File: src/rtl/usr_pkg.sv
// usr_pkg: shared mode encoding and counter-width helper for the universal shift register
package usr_pkg;

    typedef enum logic [1:0] {
        USR_HOLD = 2'd0,
        USR_SHR  = 2'd1,
        USR_SHL  = 2'd2,
        USR_LOAD = 2'd3
    } usr_mode_e;

    function automatic int usr_cnt_w(input int width);
        return $clog2(width + 1);
    endfunction

endpackage

File: src/rtl/usr_frame_counter.sv
// usr_frame_counter: saturating shift counter that flags a full word shifted since the last clear
module usr_frame_counter
    import usr_pkg::*;
#(
    parameter int WIDTH = 8,
    parameter int CW    = usr_cnt_w(WIDTH)
) (
    input  logic          clk,
    input  logic          rst,
    input  logic          ena,
    input  logic          clr,
    input  logic          inc,
    output logic [CW-1:0] shift_cnt,
    output logic          frame_done
);

    assign frame_done = (shift_cnt == CW'(WIDTH));

    // clear wins over increment; increment stops once a full word has been counted
    always_ff @(posedge clk or posedge rst) begin
        if (rst)
            shift_cnt <= '0;
        else if (ena)
            shift_cnt <= clr ? '0 : (inc && !frame_done) ? shift_cnt + CW'(1) : shift_cnt;
    end

endmodule

File: src/rtl/usr_shift_register.sv
// usr_shift_register: universal shift register with parallel load/readout and frame counter.
// Define USR_ROTATE_EN to add the rot input, which turns shifts into rotations.
module usr_shift_register
    import usr_pkg::*;
#(
    parameter int               WIDTH       = 8,
    parameter logic [WIDTH-1:0] RESET_VALUE = '0,
    parameter int               CW          = usr_cnt_w(WIDTH)
) (
    input  logic             clk,
    input  logic             rst,
    input  logic             ena,
    input  logic [1:0]       mode,
    input  logic             ser_in_r,
    input  logic             ser_in_l,
    input  logic [WIDTH-1:0] par_in,
`ifdef USR_ROTATE_EN
    input  logic             rot,
`endif
    output logic [WIDTH-1:0] par_out,
    output logic             ser_out_r,
    output logic             ser_out_l,
    output logic [CW-1:0]    shift_cnt,
    output logic             frame_done
);

    usr_mode_e        op;
    logic [WIDTH-1:0] q;
    logic [WIDTH-1:0] q_next;
    logic             in_r;
    logic             in_l;

    assign op        = usr_mode_e'(mode);
    assign par_out   = q;
    assign ser_out_r = q[0];
    assign ser_out_l = q[WIDTH-1];

    // pick the bit entering each end: the serial pin, or the bit leaving the other end when rotating
    always_comb begin
`ifdef USR_ROTATE_EN
        in_r = rot ? q[0] : ser_in_r;
        in_l = rot ? q[WIDTH-1] : ser_in_l;
`else
        in_r = ser_in_r;
        in_l = ser_in_l;
`endif
        q_next = (op == USR_SHR)  ? {in_r, q[WIDTH-1:1]} :
                 (op == USR_SHL)  ? {q[WIDTH-2:0], in_l} :
                 (op == USR_LOAD) ? par_in : q;
    end

    // register contents, updated only on enabled edges
    always_ff @(posedge clk or posedge rst) begin
        if (rst)
            q <= RESET_VALUE;
        else if (ena)
            q <= q_next;
    end

    usr_frame_counter #(.WIDTH(WIDTH), .CW(CW)) u_cnt (
        .clk        (clk),
        .rst        (rst),
        .ena        (ena),
        .clr        (op == USR_LOAD),
        .inc        (op == USR_SHR || op == USR_SHL),
        .shift_cnt  (shift_cnt),
        .frame_done (frame_done)
    );

endmodule

File: config.mk
export PLATFORM = sky130hd
export DESIGN_NAME = usr_shift_register
export DESIGN_NICKNAME = d
export VERILOG_FILES = /design/src/rtl/usr_pkg.sv /design/src/rtl/usr_frame_counter.sv /design/src/rtl/usr_shift_register.sv
export SDC_FILE = /design/constraint.sdc
export NUM_CORES = 1
export LEC_CHECK = 0
export ABC_CLOCK_PERIOD_IN_PS = 1400
export BUFFER_PORTS_ARGS = -buffer_cell sky130_fd_sc_hd__clkbuf_2
export CORE_ASPECT_RATIO = 1.2
export CORE_MARGIN = 2
export CORE_UTILIZATION = 30
export DETAILED_ROUTE_END_ITERATION = 7
export GPL_TIMING_DRIVEN = 0
export HOLD_SLACK_MARGIN = 0.12
export PLACE_DENSITY_LB_ADDON = 0.15
export SYNTH_ARGS = -nofsm -noshare
export SYNTH_HDL_FRONTEND = slang
export SYNTH_SLANG_ARGS = --single-unit
File: constraint.sdc
create_clock -name clk -period 1.4 [get_ports clk]
set_input_delay 0.28 -clock clk [delete_from_list [all_inputs] [get_ports clk]]
set_output_delay 0.28 -clock clk [all_outputs]
set_load 0.01 [all_outputs]
==> flow_summary.yaml <==
timing:
  tns_ns: -0.05898
  setup_viol: 1
  fin_crit_ns: 1.459
  rsz0062_at_grt: "true"
  tightest_slew_ns: 0.4664
  hold_ws_ns: 0.2863
  timing.final.max_slew_violations: 0
  fin_ws_ns: -0.05898
  max_freq_ghz: 0.6854
  final-hold-violation-count: 0
  finalCritPeriodShare_pct: 104.2
  relSlewSlack_pct: 68.87
  worst_clock_skew_ns: 0.006071
setup_path:
  critPathKind: "flip-flop to output port"
  r2r.worst_path.cells: 6
  reg2reg_from: "u_cnt.shift_cnt[1]"
  cp.arrival_ns: 1.18
  crit_top_cell: "inv_1"
  critical-path-slowest-cell: "dfrtp_1"
  r2r_slack_ns: 0.02
  path_max_fanout: 2
  rr_endpoint: "u_cnt.shift_cnt[2]"
  cp-end-kind: "output port"
  worstPathRequired_ns: 1.12
  path_cells: "inv_1, ha_2, nand3b_1, inv_1, buf_2"
  slowest_delay_ns: 0.39
  cp-start-kind: "flip-flop"
power:
  vdd_ir_drop_max_v: 0.0006290
  totalPowerFinal_mw: 1.279
  powerDensity_nw_per_um2: 1177
  p_leak_nw: 0.5509
grt:
  track_usage_pct: 12.98
  grt_max_degree: 13
  grt_antenna_before_repair: 0
  grt_pass1_wl_um: 2967
  grt_pass1_vias: 659
  grt-ovfl-total: 0
hold_path:
  holdPathStages: 2
  hold_path.class: "input pin to flip-flop"
  worstHoldStart: "ena"
  min_to: "u_cnt.shift_cnt[2]"
cells_and_area:
  utilization_pct: 42.55
  final_common_cell: "clkbuf_2"
  stdcell_count: 152
  drive_above_1_share_pct: 45.38
  layout_common_cells: "clkbuf_2 (28), o21ai_0 (14), dfrtp_1 (12)"
  area_growth_syn_to_layout_pct: 33.95
  diodes: 0
  design_area_um2: 1086
  nets: 141
detailed_routing:
  drt_iter0_drc: 8
  drc_errors: 0
  route.vias.total: 715
  dr.pass1.iters: 3
  drt-total-wl_um: 1817
  detail-route-antenna-nets: 0
  wire_per_inst_um: 11.95
  vias_per_cell: 4.704
clocking:
  cts_buffer_depth: 2
  cts_tree: "done"
  cts.sinks: 12
  htreeDepth: 1
  clk_latency_ns: 0.27
  cts_buffers: 3
  clock-root-buffer: "clkbuf_4"
  clk_pin_slew_ns: 0.08
floorplanning:
  die_w_um: 51.46
  ioPinCount: 30
  start_util_pct: 31.76
  chipHeight_um: 60.95
  num_rows: 20
  core_area_um2: 2552
  die_area_um2: 3136
logic_synthesis:
  ys_seq_elements: 12
  post-synth-top-area-cell: "dfrtp_1"
  synth.avg_cell_area_um2: 10.13
  synth_cell_types: 19
  syn_area_um2: 810.8
  yosysSeqAreaShare_pct: 37.04
  syn_nets: 101
  yosysTopAreaCellShare_pct: 37.04
  yosys_warnings: 0
  synth_area_leaders: "dfrtp_1 (37%), mux2_2 (11%), mux2i_1 (9.9%)"
  netlist_instances: 80
run_status:
  status: "finished, violations left"
  violations: "setup timing"
flow_run:
  cap_violations: 0
place:
  place_area_um2: 997.2
  post-dp-hpwl_um: 1337
  io_buffers: 29
  gp_congestion: 0.7122
  dp_slack_ns: -0.07220
  post-place-cells: 142
==> cell type report <==
cell class | count | area, um2
Sequential cell | 12 | 300.3
Fill cell | 287 | 1466
Buffer | 5 | 48.80
Tap cell | 33 | 41.29
Timing Repair Buffer | 35 | 192.7
Clock buffer | 4 | 36.28
Inverter | 8 | 30.03
Multi-Input combinational cell | 55 | 436.7
==> how the worst max path moves through the flow <==
stage                  startpoint         end  slack, ns  cells past startpoint
6_report       u_cnt.shift_cnt[1]  frame_done      -0.06                      5
5_1_grt        u_cnt.shift_cnt[1]  frame_done      -0.12                      5
4_1_cts        u_cnt.shift_cnt[1]  frame_done      -0.07                      5
3_5_place_dp              mode[0]  par_out[4]      -0.07                      7
3_3_place_gp              mode[0]  par_out[2]      -0.05                      7
2_1_floorplan             mode[0]  par_out[7]       0.17                      6
==> routing by layer <==
metal  part of all wire (%)  global-route usage, %  up-vias
met4                    1.4                  7.895        0
met2                     49                  22.71       23
li1                       -                      -      355
met5                      0                      0        -
met1                     44                  15.24      335
met3                    5.4                  1.478        2
==> synth_stat cells, drive strengths merged <==
| cell | count |
|---|---|
| a22o | 1 |
| a22oi | 1 |
| and4 | 1 |
| and4b | 1 |
| buf | 5 |
| dfrtp | 12 |
| ha | 6 |
| inv | 8 |
| mux2 | 8 |
| mux2i | 8 |
| nand2 | 9 |
| nand2b | 1 |
| nand3b | 1 |
| nand4b | 1 |
| nor3b | 1 |
| nor4bb | 1 |
| o21ai | 14 |
| o22ai | 1 |
==> registers in the layout, summed over array words and instances, names as in the netlist <==
register / flops
par_out: 8
u_cnt.shift_cnt: 4
==> worst max-delay path, delay by kind of cell (launching register included) <==
kind | cells | cell delay (ns)
adder cells (fa/ha/maj) | 1 | 0.17
flip-flops | 1 | 0.39
AND/OR/NAND/NOR | 1 | 0.10
buffers and inverters | 3 | 0.24
==> logic make-up (layout without fill, tap and decap cells) <==
family / count (synthesis) / count (layout) / share of synthesized area, %
buffers and inverters: 13 / 52 / 9.722
muxes: 16 / 16 / 20.99
AOI/OAI and AO/OA: 17 / 17 / 11.42
adders and majority gates: 6 / 6 / 9.259
and+or+nand+nor: 16 / 16 / 11.58
DFF: 12 / 12 / 37.04
==> timing repair <==
action	in CTS	in global routing
buffers inserted	3	2
endpoints found under the setup margin	1	1
endpoints found under the hold margin	12	0
hold buffers	1	0
pin swaps	0	2
gates resized for setup	0	3
==> power by group <==
group          switching (mW)  internal, mW  total [mW]
Sequential             0.0850         0.430       0.515
Combinational           0.221         0.265       0.486
Clock                   0.120         0.158       0.278
No activity file was read; power rests on OpenSTA's default activity.
